[src/rtl/matmul_tile_scheduler_pkg.sv]
// Shared constants, state encoding and helpers for the matmul tile scheduler.
// The systolic core works on fixed 8x8 tiles; the dimension widths below
// cover matrices of up to 64x64 with an inner dimension of up to 8.
package matmul_tile_scheduler_pkg;

    // Tile geometry of the systolic core
    localparam int TILE_EDGE    = 8;

    // Dimension input widths
    localparam int DIM_MN_W     = 7;
    localparam int DIM_K_W      = 4;

    // Completed-tile counter width (64 tiles max)
    localparam int TILES_DONE_W = 7;

    // Typed constants so comparisons and subtractions stay width-matched
    localparam logic [DIM_MN_W-1:0] TILE_EDGE_MN = 7'd8;
    localparam logic [DIM_K_W-1:0]  MAX_DIM_K    = 4'd8;

    // Scheduler states
    typedef enum logic [2:0] {
        IDLE  = 3'd0,
        ISSUE = 3'd1,
        WAIT  = 3'd2,
        DRAIN = 3'd3,
        DONE  = 3'd4
    } sched_state_t;

    // A job is rejected when any dimension is empty or the inner
    // dimension exceeds what the core can accumulate in one pass.
    function automatic logic config_invalid(
        input logic [DIM_MN_W-1:0] m,
        input logic [DIM_MN_W-1:0] n,
        input logic [DIM_K_W-1:0]  k
    );
        return (m == '0) || (n == '0) || (k == '0) || (k > MAX_DIM_K);
    endfunction

    // A dimension remainder of TILE_EDGE or less means this is the final
    // tile along that axis.
    function automatic logic is_last_tile(input logic [DIM_MN_W-1:0] remaining);
        return remaining <= TILE_EDGE_MN;
    endfunction

endpackage

[src/rtl/matmul_tile_scheduler_tile_mask_gen.sv]
// Converts an element count into a thermometer validity mask.
// Bit i is set when count > i, so any count at or above MASK_WIDTH
// saturates to all ones; that gives min(MASK_WIDTH, count) for free.
module tile_mask_gen #(
    parameter int COUNT_W    = 7,
    parameter int MASK_WIDTH = 8
) (
    input  logic [COUNT_W-1:0]    count,
    output logic [MASK_WIDTH-1:0] mask
);

    // Per-bit comparison against the lane index builds the thermometer code
    always_comb begin
        mask = '0;
        for (int i = 0; i < MASK_WIDTH; i++) begin
            mask[i] = (int'(count) > i);
        end
    end

endmodule

[src/rtl/matmul_tile_scheduler.sv]
// Walks an M x N output matrix in 8x8 tiles (row-major), handing each tile's
// BRAM addresses and validity masks to the systolic core and waiting for
// its mm_start/mm_done handshake. Tile addresses are stepped with adders
// as the walk advances, so no multipliers are needed. Remaining row and
// column counts double as the tile position and feed the mask generators.
module matmul_tile_scheduler
    import matmul_tile_scheduler_pkg::*;
#(
    parameter int AWIDTH            = 11,
    parameter int MASK_WIDTH        = 8,
    parameter int ADDR_STRIDE_WIDTH = 8
) (
    input  logic                         clk,
    input  logic                         resetn,
    input  logic                         start,
    input  logic                         clear_done,
    input  logic [AWIDTH-1:0]            base_a,
    input  logic [AWIDTH-1:0]            base_b,
    input  logic [AWIDTH-1:0]            base_c,
    input  logic [AWIDTH-1:0]            step_a_m,
    input  logic [AWIDTH-1:0]            step_b_n,
    input  logic [AWIDTH-1:0]            step_c_m,
    input  logic [AWIDTH-1:0]            step_c_n,
    input  logic [ADDR_STRIDE_WIDTH-1:0] stride_a,
    input  logic [ADDR_STRIDE_WIDTH-1:0] stride_b,
    input  logic [ADDR_STRIDE_WIDTH-1:0] stride_c,
    input  logic [DIM_MN_W-1:0]          dim_m,
    input  logic [DIM_MN_W-1:0]          dim_n,
    input  logic [DIM_K_W-1:0]           dim_k,
    output logic                         mm_start,
    input  logic                         mm_done,
    output logic [AWIDTH-1:0]            address_mat_a,
    output logic [AWIDTH-1:0]            address_mat_b,
    output logic [AWIDTH-1:0]            address_mat_c,
    output logic [ADDR_STRIDE_WIDTH-1:0] address_stride_a,
    output logic [ADDR_STRIDE_WIDTH-1:0] address_stride_b,
    output logic [ADDR_STRIDE_WIDTH-1:0] address_stride_c,
    output logic [MASK_WIDTH-1:0]        validity_mask_a_rows,
    output logic [MASK_WIDTH-1:0]        validity_mask_a_cols_b_rows,
    output logic [MASK_WIDTH-1:0]        validity_mask_b_cols,
    output logic                         busy,
    output logic                         done,
    output logic                         err,
    output logic [TILES_DONE_W-1:0]      tiles_done
);

    sched_state_t state;

    // Job configuration held for the whole job
    logic [AWIDTH-1:0]            base_b_q;
    logic [AWIDTH-1:0]            step_a_m_q;
    logic [AWIDTH-1:0]            step_b_n_q;
    logic [AWIDTH-1:0]            step_c_m_q;
    logic [AWIDTH-1:0]            step_c_n_q;
    logic [ADDR_STRIDE_WIDTH-1:0] stride_a_q;
    logic [ADDR_STRIDE_WIDTH-1:0] stride_b_q;
    logic [ADDR_STRIDE_WIDTH-1:0] stride_c_q;
    logic [DIM_MN_W-1:0]          dim_n_q;
    logic [DIM_K_W-1:0]           dim_k_q;

    // Running tile position: addresses of the current tile row/column and
    // the elements still left in each direction (dim - 8*index)
    logic [AWIDTH-1:0]            addr_a_row;
    logic [AWIDTH-1:0]            addr_c_row;
    logic [AWIDTH-1:0]            addr_b_col;
    logic [AWIDTH-1:0]            addr_c_cur;
    logic [DIM_MN_W-1:0]          rows_left;
    logic [DIM_MN_W-1:0]          cols_left;

    logic                         last_row;
    logic                         last_col;
    logic [MASK_WIDTH-1:0]        row_mask;
    logic [MASK_WIDTH-1:0]        col_mask;
    logic [MASK_WIDTH-1:0]        k_mask;

    // End-of-axis detection for the row-major walk
    always_comb begin
        last_row = is_last_tile(rows_left);
        last_col = is_last_tile(cols_left);
    end

    tile_mask_gen #(
        .COUNT_W    (DIM_MN_W),
        .MASK_WIDTH (MASK_WIDTH)
    ) u_row_mask (
        .count (rows_left),
        .mask  (row_mask)
    );

    tile_mask_gen #(
        .COUNT_W    (DIM_MN_W),
        .MASK_WIDTH (MASK_WIDTH)
    ) u_col_mask (
        .count (cols_left),
        .mask  (col_mask)
    );

    tile_mask_gen #(
        .COUNT_W    (DIM_K_W),
        .MASK_WIDTH (MASK_WIDTH)
    ) u_k_mask (
        .count (dim_k_q),
        .mask  (k_mask)
    );

    // Scheduler FSM: latches the job, issues tiles, tracks the core
    // handshake and steps the tile position; all outputs are registered here
    always_ff @(posedge clk) begin
        if (!resetn) begin
            state                       <= IDLE;
            base_b_q                    <= '0;
            step_a_m_q                  <= '0;
            step_b_n_q                  <= '0;
            step_c_m_q                  <= '0;
            step_c_n_q                  <= '0;
            stride_a_q                  <= '0;
            stride_b_q                  <= '0;
            stride_c_q                  <= '0;
            dim_n_q                     <= '0;
            dim_k_q                     <= '0;
            addr_a_row                  <= '0;
            addr_c_row                  <= '0;
            addr_b_col                  <= '0;
            addr_c_cur                  <= '0;
            rows_left                   <= '0;
            cols_left                   <= '0;
            mm_start                    <= 1'b0;
            address_mat_a               <= '0;
            address_mat_b               <= '0;
            address_mat_c               <= '0;
            address_stride_a            <= '0;
            address_stride_b            <= '0;
            address_stride_c            <= '0;
            validity_mask_a_rows        <= '0;
            validity_mask_a_cols_b_rows <= '0;
            validity_mask_b_cols        <= '0;
            busy                        <= 1'b0;
            done                        <= 1'b0;
            err                         <= 1'b0;
            tiles_done                  <= '0;
        end else begin
            case (state)
                IDLE: begin
                    if (start) begin
                        base_b_q   <= base_b;
                        step_a_m_q <= step_a_m;
                        step_b_n_q <= step_b_n;
                        step_c_m_q <= step_c_m;
                        step_c_n_q <= step_c_n;
                        stride_a_q <= stride_a;
                        stride_b_q <= stride_b;
                        stride_c_q <= stride_c;
                        dim_n_q    <= dim_n;
                        dim_k_q    <= dim_k;
                        addr_a_row <= base_a;
                        addr_c_row <= base_c;
                        addr_b_col <= base_b;
                        addr_c_cur <= base_c;
                        rows_left  <= dim_m;
                        cols_left  <= dim_n;
                        tiles_done <= '0;
                        if (config_invalid(dim_m, dim_n, dim_k)) begin
                            state <= DONE;
                            done  <= 1'b1;
                            err   <= 1'b1;
                        end else begin
                            state <= ISSUE;
                            busy  <= 1'b1;
                        end
                    end
                end

                ISSUE: begin
                    address_mat_a               <= addr_a_row;
                    address_mat_b               <= addr_b_col;
                    address_mat_c               <= addr_c_cur;
                    address_stride_a            <= stride_a_q;
                    address_stride_b            <= stride_b_q;
                    address_stride_c            <= stride_c_q;
                    validity_mask_a_rows        <= row_mask;
                    validity_mask_b_cols        <= col_mask;
                    validity_mask_a_cols_b_rows <= k_mask;
                    mm_start                    <= 1'b1;
                    state                       <= WAIT;
                end

                WAIT: begin
                    if (mm_done) begin
                        mm_start   <= 1'b0;
                        tiles_done <= tiles_done + 7'd1;
                        state      <= DRAIN;
                    end
                end

                DRAIN: begin
                    if (!mm_done) begin
                        if (last_row && last_col) begin
                            state <= DONE;
                            busy  <= 1'b0;
                            done  <= 1'b1;
                        end else begin
                            state <= ISSUE;
                            if (last_col) begin
                                cols_left  <= dim_n_q;
                                rows_left  <= rows_left - TILE_EDGE_MN;
                                addr_a_row <= addr_a_row + step_a_m_q;
                                addr_c_row <= addr_c_row + step_c_m_q;
                                addr_c_cur <= addr_c_row + step_c_m_q;
                                addr_b_col <= base_b_q;
                            end else begin
                                cols_left  <= cols_left - TILE_EDGE_MN;
                                addr_b_col <= addr_b_col + step_b_n_q;
                                addr_c_cur <= addr_c_cur + step_c_n_q;
                            end
                        end
                    end
                end

                DONE: begin
                    if (clear_done) begin
                        state <= IDLE;
                        done  <= 1'b0;
                        err   <= 1'b0;
                    end
                end

                default: begin
                    state <= IDLE;
                end
            endcase
        end
    end

endmodule
[config.mk]
export PLATFORM = sky130hd
export DESIGN_NAME = matmul_tile_scheduler
export DESIGN_NICKNAME = d
export VERILOG_FILES = /design/src/rtl/matmul_tile_scheduler_pkg.sv /design/src/rtl/matmul_tile_scheduler_tile_mask_gen.sv /design/src/rtl/matmul_tile_scheduler.sv
export SDC_FILE = /design/constraint.sdc
export NUM_CORES = 1
export LEC_CHECK = 0
export ABC_CLOCK_PERIOD_IN_PS = 3200
export CAP_MARGIN = 40
export CORE_ASPECT_RATIO = 1.5
export CORE_MARGIN = 5
export CORE_UTILIZATION = 53
export CTS_CLUSTER_DIAMETER = 80
export DETAILED_ROUTE_END_ITERATION = 12
export HOLD_SLACK_MARGIN = 0.12
export PLACE_DENSITY_LB_ADDON = 0.2
export SYNTH_ARGS = -nofsm -noshare
export SYNTH_HDL_FRONTEND = slang
export SYNTH_HIERARCHICAL = 1
export SYNTH_SLANG_ARGS = --single-unit
[constraint.sdc]
create_clock -name clk -period 3.2 [get_ports clk]
set_clock_uncertainty 0.1 [all_clocks]
set_input_delay 0.32 -clock clk [delete_from_list [all_inputs] [get_ports clk]]
set_output_delay 0.32 -clock clk [all_outputs]
set_load 0.01 [all_outputs]
Word-level counts from Yosys, hierarchy flattened. Index checks and enable logic that the tools add are counted.

Output and inout bits: 92. Register bits after elaboration: 243. Memories kept: 0. Memory bits (writable): 0. Bits in latches: 0. Bits of input ports: 124. Memory bits (read-only): 0.

Shifts and indexed selects: 0. Add/sub/neg operators: 7. Reductions and logical operators: 22. Multiply operators: 0. Multiplexer cells: 53. Order comparisons: 27. Div/mod/pow operators: 0. Bitwise gates (word level): 0. Equality and inequality tests: 13.

Operators with widths (count): 11-bit 2-to-1 mux (15); 11-bit one-hot mux with 2 select lines (4); 7-bit 2-to-1 mux (10); 7-bit by 3-bit > comparator with 1-bit output, second input constant (8); 11-bit adder (4); 7-bit one-hot mux with 2 select lines (3); 7-bit by 1-bit > comparator with 1-bit output, second input constant (4); 7-bit by 2-bit > comparator with 1-bit output, second input constant (4); 3-bit 2-to-1 mux (6); 2-bit inequality test, second input constant (9); 4-bit by 3-bit > comparator with 1-bit output, second input constant (4); 3-bit one-hot mux with 5 select lines (1); 7-bit by 4-bit less-or-equal comparator with 1-bit output, second input constant (2); 7-bit zero test (2); 7-bit by 4-bit subtractor with 7-bit output, second input constant (2); 4-bit AND reduction (3); 1-bit 2-to-1 mux (10); 5-bit AND reduction (2); 4-bit by 1-bit > comparator with 1-bit output, second input constant (2); 4-bit by 2-bit > comparator with 1-bit output, second input constant (2); 2-bit nonzero test (4); 7-bit by 1-bit adder with 7-bit output, second input constant (1); 3-bit by 2-bit equality test with 1-bit output, second input constant (2); 1-bit one-hot mux with 2 select lines (3); other kinds (12) (15).

Depth between registers and ports, before layout. Gate-level depths: netlist (run 1).

Depth after elaboration: 7. Mapped depth: 10. Depth with buffers taken out: 10.

Hierarchy. Netlist (run 1), hierarchy kept.

Modules (own cells, without submodules): matmul_tile_scheduler (times used 1, cells an instance 1433, area each 11426.0 um^2); tile_mask_gen (u_col_mask ...) (times used 2, cells an instance 15, area each 81.3 um^2); tile_mask_gen (u_k_mask) (times used 1, cells an instance 9, area each 63.8 um^2).

Least setup slack after synthesis (run 1). Ideal clock, no wire load.

Path type: flip-flop to flip-flop. Start point: reg addr_b_col[0]. End point: reg addr_b_col[10]. Cell stages (with the launch flop): 11. Arrival: 2.060 ns. Library setup time: 0.124 ns. Setup slack: 0.916 ns. Buffers on the path: 0. Required time: 2.976 ns. Period minus slack after synthesis: 2.284 ns. Cell sequence: dfxtp_1 -> ha_1 -> inv_1 -> fa_1 -> nor2b_1 -> o2111ai_1 -> nand3_1 -> o21ai_0 -> mux2_2 -> a221oi_1 -> a21oi_1.

Longest elaborated chain between the ends: 5.

Ends and longest elaborated chain: start: declaration (line matmul_tile_scheduler.sv:65) `logic [AWIDTH-1:0] addr_b_col;`; start signal: assignment (line matmul_tile_scheduler.sv:157) `addr_b_col <= base_b;`; start signal: assignment (line matmul_tile_scheduler.sv:209) `addr_b_col <= base_b_q;`; start signal: assignment (line matmul_tile_scheduler.sv:212) `addr_b_col <= addr_b_col + step_b_n_q;`; 11-bit adder (line matmul_tile_scheduler.sv:212); 11-bit 2-to-1 mux (line matmul_tile_scheduler.sv:203) `if (last_col) begin`; 11-bit 2-to-1 mux (line matmul_tile_scheduler.sv:197) `if (last_row && last_col) begin`; 11-bit 2-to-1 mux (line matmul_tile_scheduler.sv:196) `if (!mm_done) begin`; 11-bit one-hot mux with 2 select lines (line matmul_tile_scheduler.sv:142) `case (state)`.

Every way passes these cells. The select of a mux whose other input is x is not followed. A chain may end at the register's enable or synchronous reset.

Worst setup path in the final report (run 1). Ends and elaborated chain as after synthesis.

==> results of run 1 <==
## area by class of cell
cell class / instances / area (sq um)
inverters: 26 / 98.8
clock inverters: 16 / 260
well taps: 272 / 340
clock buffers: 29 / 661
multi-input cells: 1111 / 6290
repair buffers: 236 / 2340
flip-flops and latches: 243 / 4860
fillers: 1890 / 6860
## power by group through the flow
stage	clock network, W	registers (W)	logic [W]
global route	0.00346	0.00361	0.00226
CTS	0.00332	0.00357	0.00204
finish	0.00326	0.00357	0.00204
floorplan	0	0.00357	0.00137
global placement	0	0.00362	0.00198
detailed placement	0	0.00363	0.00202
## stage by stage
stage / power (W) / std cells / hold slack [ps]
after floorplan: 0.00494 / 1472 / 332
after global placement: 0.00561 / 1888 / 336
after detailed placement: 0.00566 / 1888 / 340
after CTS: 0.00893 / 1933 / 255
after global routing: 0.00933 / 1933 / 268
final: 0.00887 / 1933 / 262
## placed cells by master (no fill, tap or decap), drive strengths merged, types with 18 or more instances in the layout
cell type,n
nand2,434
dfxtp,243
clkdlybuf4s50,214
a21oi,152
a21boi,97
o21ai,66
nor2,64
ha,43
clkbuf,29
inv,25
buf,22
nor3,21
nand3,20
a211oi,18
## final timing paths
check / from / to / slack [ps] / cells after the start
worst max-delay path: addr_b_col[0] / addr_b_col[10] / 610 / 10
worst min-delay path: stride_c[5] / stride_c_q[5] / 260 / 3
worst max register to register: addr_b_col[0] / addr_b_col[10] / 610 / 10
worst min register to register: done / done / 350 / 2
## kinds of logic after synthesis
family                   count (synthesis)  synth area share
AO/OA/AOI/OAI                          434             0.241
XOR/XNOR                                32            0.0241
adder cells (fa/ha/maj)                 47            0.0530
buffers and inverters                  118            0.0441
flip-flops                             243             0.417
multiplexers                             2           0.00183
AND/OR/NAND/NOR                        596             0.219
## layer usage
layer	up-vias	global-route usage
met5	-	0
met4	0	0.101
met3	83	0.0373
met2	328	0.454
met1	5109	0.304
li1	5389	-
## tightest hold or removal path: cells and delay by family
family	cells	cell delay [ps]
buffers and inverters	1	400
AOI/OAI and AO/OA	1	60
and+or+nand+nor	1	50
==> metrics.md, run 1 <==
| Metric | Value |
|---|---|
| Final WS setup | 611 ps |
| Nets | 1814 |
| Met1 wire length | 13.2 mm |
| Synthesized Nets | 1643 |
| Core area | 0.0217 sq mm |
| Final setup vio count | 0 |
| Internal | 0.00621 W |
| Worst-path cell chain | ha_1 > inv_1 > fa_1 > nor2b_1 > o2111ai_1 > nand3_1 > o21ai_0 > mux2_2 > a221oi_1 > a21oi_1 |
| Cell Rows | 66 |
| Cell area after synthesis | 0.0117 sq mm |
| Top layer in use | met4 |
| Clk pin slew, worst setup/hold paths | 60 ps |
| Logic pwr share | 0.229 |
| Root buffer cell | clkbuf_16 |
| Sw frac | 0.300 |
| Max Freq | 386 MHz |
| P&R area growth vs syn | 27.5% |
| YS warnings | 6 |
| Antenna cell count | 0 |
| Slowest cell on the critical path | fa_1 |
| Power density over the cells | 597 mW/mm^2 |
| Post-route core utilization | 0.684 |
| Final worst path period share | 0.809 |
| Min Tclk post-route | 2590 ps |
| DR pass1 iterations | 5 |
| Vias per cell | 5.64 |
| Crit Path Category | register to register |
| Asr flop ratio synth | 0 |
| Post-Route WL | 32.9 mm |
| CP peak stage delay | 380 ps |
| CTS tree | built |
| Top cells by area, synth | dfxtp_1 (42%), nand2_1 (14%), a21oi_1 (6.4%) |
| Layout cell share with drive strength beyond 1 | 0.0584 |
| Worst-margin pin slew | 852 ps |
| Initial core utilization | 0.537 |
| Crit path max-delay family | compound AO/OA/AOI/OAI gates |
| Met2 routed WL | 16.4 mm |
| Clock group share of total power | 0.368 |
| Top cell type's share of synthesized area | 0.417 |
| Longest Clk Path Bufs | 3 |
| Routability congestion estimate from global placement | 0.937 |
| CP max FO | 3 |
| Die Outline Area | 0.0251 sq mm |
| Vias in the first global route | 10900 |
| #FFs+latches synth | 243 |
| Pre-CTS setup slack | 579 ps |
| GR Overflow Total | 0 |
| IO Port Bufs | 215 |
| Routed WL per cell | 17.0 um |
| Dpl cell area | 0.0139 sq mm |
| Setup_tns | 0 ps |
| Most frequent cell after synthesis | nand2_1 |
| Synth top cells by count | nand2_1 (433), dfxtp_1 (243), a21oi_1 (149) |
| # DRC | 0 |
| CP required | 3480 ps |
| Sequential-to-total area share from yosys stat | 0.417 |
| Max_cap viols | 0 |
| CP Capture Type | register |
| Final hold violations | 0 |
| Outcome | completed |
| Net Sw Power | 0.00266 W |
| Post-DP HPWL | 23.1 mm |
| Slew headroom | 0.432 |
| H-tree depth | 1 |
| Post-synth EDFFs | 0 |
| CP bufs+invs | 1 |
| Design area | 0.0149 sq mm |
| DR iter-0 viols | 646 |
| Clock insertion delay at the later pin of the skew report | 510 ps |
| Mean Syn Cell Area | 7.92 sq um |
| Hold crit path type | input pin to register |
| Leakage | 5.58 nW |
| CTS buffer count | 25 |
| Antenna-violating nets left | 0 |
| Top cell type by total area after synthesis | dfxtp_1 |
| Post-CTS Setup Bufs | 0 |
| Sequential power share | 0.403 |
| Max-slew violations | 0 |
| WL met3 | 2.07 mm |
| Clock sinks | 243 |
| RSZ-0062 raised after global routing | false |
| PostCTS Resize Cnt | 0 |
| Yosys cell types | 78 |
| Ys flop type | dfxtp_1 |
| VDD IR max | 0.588 mV |
| IO Pins | 216 |
| Mapped Cells | 1472 |
| Die Span Y | 192 um |
| Gr usage total | 0.255 |
| Initial antenna violation count | 0 |
| WP data arrival | 2870 ps |
| Largest net degree at the start of global routing | 90 |
| Critical Path Start Type | register |
| First-pass GRT wire length | 52.8 mm |
| Via count | 10900 |
| Number of hold buffers added after cts | 0 |
| Die Wd | 131 um |
No activity file was read; power rests on OpenSTA's default activity.
==> inputs of run 2 (changes only) <==
ABC_CLOCK_PERIOD_IN_PS = 2300   (was 3200)
CORE_UTILIZATION = 48   (was 53)
clock period = 2.3 ns   (was 3.2 ns; I/O delays follow)
==> run 2 against run 1 <==
Count of clock-buffer cells in the layout is 1 higher. Fmax up 14%. Critical path depth is 1 lower. Worst hold slack got worse by 100 ps. Cell count grew 6.3%. Cell area increased by 5.6%. Critical endpoint is now addr_b_col[9].
==> metrics.md, run 2 (synthesis results as in run 1) <==
| Metric | Value |
|---|---|
| Post-DP HPWL | 24.6 mm |
| IO Port Bufs | 215 |
| Placed insts | 1997 |
| Via count | 11200 |
| CP max FO | 2 |
| Max_cap viols | 0 |
| Slew headroom | 0.652 |
| DR pass1 iterations | 4 |
| IO Pins | 216 |
| Worst reg-to-reg path cell count | 9 |
| Setup_tns | 0 ps |
| Reg-to-Reg End | addr_b_col[9] |
| Longest Clk Path Bufs | 3 |
| Post-route core utilization | 0.658 |
| Routability congestion estimate from global placement | 0.905 |
| Worst hold stages | 3 |
| Leakage | 5.98 nW |
| Post-Route WL | 34.3 mm |
| Core area | 0.0238 sq mm |
| Cell Rows | 69 |
| Worst-margin pin slew | 509 ps |
| Die Wd | 137 um |
| Pre-CTS setup slack | -137 ps |
| Gr usage total | 0.239 |
| Antenna-violating nets left | 0 |
| Vias in the first global route | 11000 |
| Area of the multi-input gates | 0.00648 sq mm |
| Initial antenna violation count | 2 |
| RR Startpoint | addr_b_col[0] |
| Die Outline Area | 0.0276 sq mm |
| Fill cells | 2090 |
| RSZ-0062 raised after global routing | true |
| Initial core utilization | 0.489 |
| GR Overflow Total | 0 |
| Largest net degree at the start of global routing | 68 |
| Commonest non-fill, non-tap cell in the layout | nand2_1 |
| Max-slew violations | 0 |
| Seq. cell area | 0.00488 sq mm |
| H-tree depth | 1 |
| Min Tclk post-route | 2270 ps |
| Clock insertion delay at the later pin of the skew report | 520 ps |
| CTS tree | built |
| Hold Path End | step_b_n_q[6] |
| Most frequent cells in the layout | nand2_1 (432), dfxtp_1 (232), clkdlybuf4s50_1 (214) |
| Hold Startpoint | step_b_n[6] |
| Vias per cell | 5.43 |
| # DRC | 0 |
| WP data arrival | 2560 ps |
| Finished Layout Cells | 2054 |
| CP required | 2590 ps |
| Final hold violations | 0 |
| Routed WL per cell | 16.7 um |
| Layout cell share with drive strength beyond 1 | 0.121 |
| Outcome | completed |
| Max Freq | 441 MHz |
| Hold crit path type | input pin to register |
| Final setup vio count | 0 |
| First-pass GRT wire length | 54.7 mm |
| CTS buffer count | 24 |
| Critical Path Start Type | register |
| CP Capture Type | register |
| Final WS setup | 30.4 ps |
| DR iter-0 viols | 553 |
| VDD IR max | 0.665 mV |
| Clk pin slew, worst setup/hold paths | 70 ps |
| Root buffer cell | clkbuf_16 |
| Nets | 1887 |
| P&R area growth vs syn | 34.6% |
| Crit Path Category | register to register |
| Die Span Y | 201 um |
| Final worst path period share | 0.987 |
| Clock sinks | 243 |
| Power density over the cells | 784 mW/mm^2 |
| R2R Setup Slk | 30 ps |
==> run 2: changes by cell type in the layout (fill, tap and decap cells not counted), sizes merged <==
cell,before,now
buf,22,95
bufinv,7,3
diode,0,2
clkbuf,29,30
dlygate4sd3,0,1
inv,25,26
==> run 2: where the power goes <==
part	leakage, nW	internal, W	switching (W)	total (W)
clock	0.396	0.00237	0.00169	0.00406
combinational	3.59	0.00148	0.00183	0.00331
sequential	1.99	0.00462	0.000306	0.00493
total	5.98	0.00847	0.00383	0.0123
==> run 2: per-stage QoR <==
stage / power [W] / hold WS, ps / cell area, sq um
floorplan: 0.00688 / 264 / 11700
global placement: 0.00807 / 336 / 14500
detailed placement: 0.00814 / 335 / 14600
CTS: 0.0122 / 147 / 15400
global route: 0.0129 / 168 / 15700
finish: 0.0123 / 161 / 15700
==> run 2: layout make-up <==
class,count,share of cell area
Antenna cell,2,0.000319
Multi-Input combinational cell,1111,0.413
Inverter,26,0.00630
Clock buffer,30,0.0417
Sequential cell,243,0.311
Timing Repair Buffer,310,0.192
Clock inverter,13,0.00989
Tap cell,319,0.0254
==> run 2: how the worst max path moves through the flow <==
| stage | slack (ps) | cells after the start | startpoint | end |
|---|---|---|---|---|
| 2_1_floorplan | 20 | 10 | addr_b_col[0] | addr_b_col[10] |
| 3_3_place_gp | -110 | 9 | dim_m[3] | state[2] |
| 3_5_place_dp | -140 | 9 | dim_m[3] | state[2] |
| 4_1_cts | 3 | 10 | step_c_n_q[0] | addr_c_cur[10] |
| 5_1_grt | -80 | 9 | addr_b_col[0] | addr_b_col[9] |
| 6_report | 30 | 9 | addr_b_col[0] | addr_b_col[9] |
==> run 2: timing repair <==
action / 4_1_cts / 5_1_grt
pin swaps: 8 / 30
hold buffers: 1 / 0
hold endpoints to repair: 24 / 0
setup buffers: 1 / 10
cloned: 0 / 0
resized for setup: 10 / 44
setup endpoints to repair: 7 / 29
==> run 2: metal layers <==
| layer | vias up | track usage | wire length [um] |
|---|---|---|---|
| li1 | 5526 | - | - |
| met3 | 74 | 0.0414 | 2170 |
| met2 | 322 | 0.441 | 17800 |
| met1 | 5229 | 0.276 | 13400 |
| met5 | - | 0 | 11 |
| met4 | 2 | 0.0767 | 1030 |
==> run 2: worst max-delay path, cell delays in order, from the launching register on <==
cell	delay, ps
dfxtp_2	340
ha_4	160
buf_6	110
a211oi_4	230
o21bai_1	130
or3b_1	380
a31oi_1	140
nor3_1	60
a2111oi_1	380
a21oi_1	100
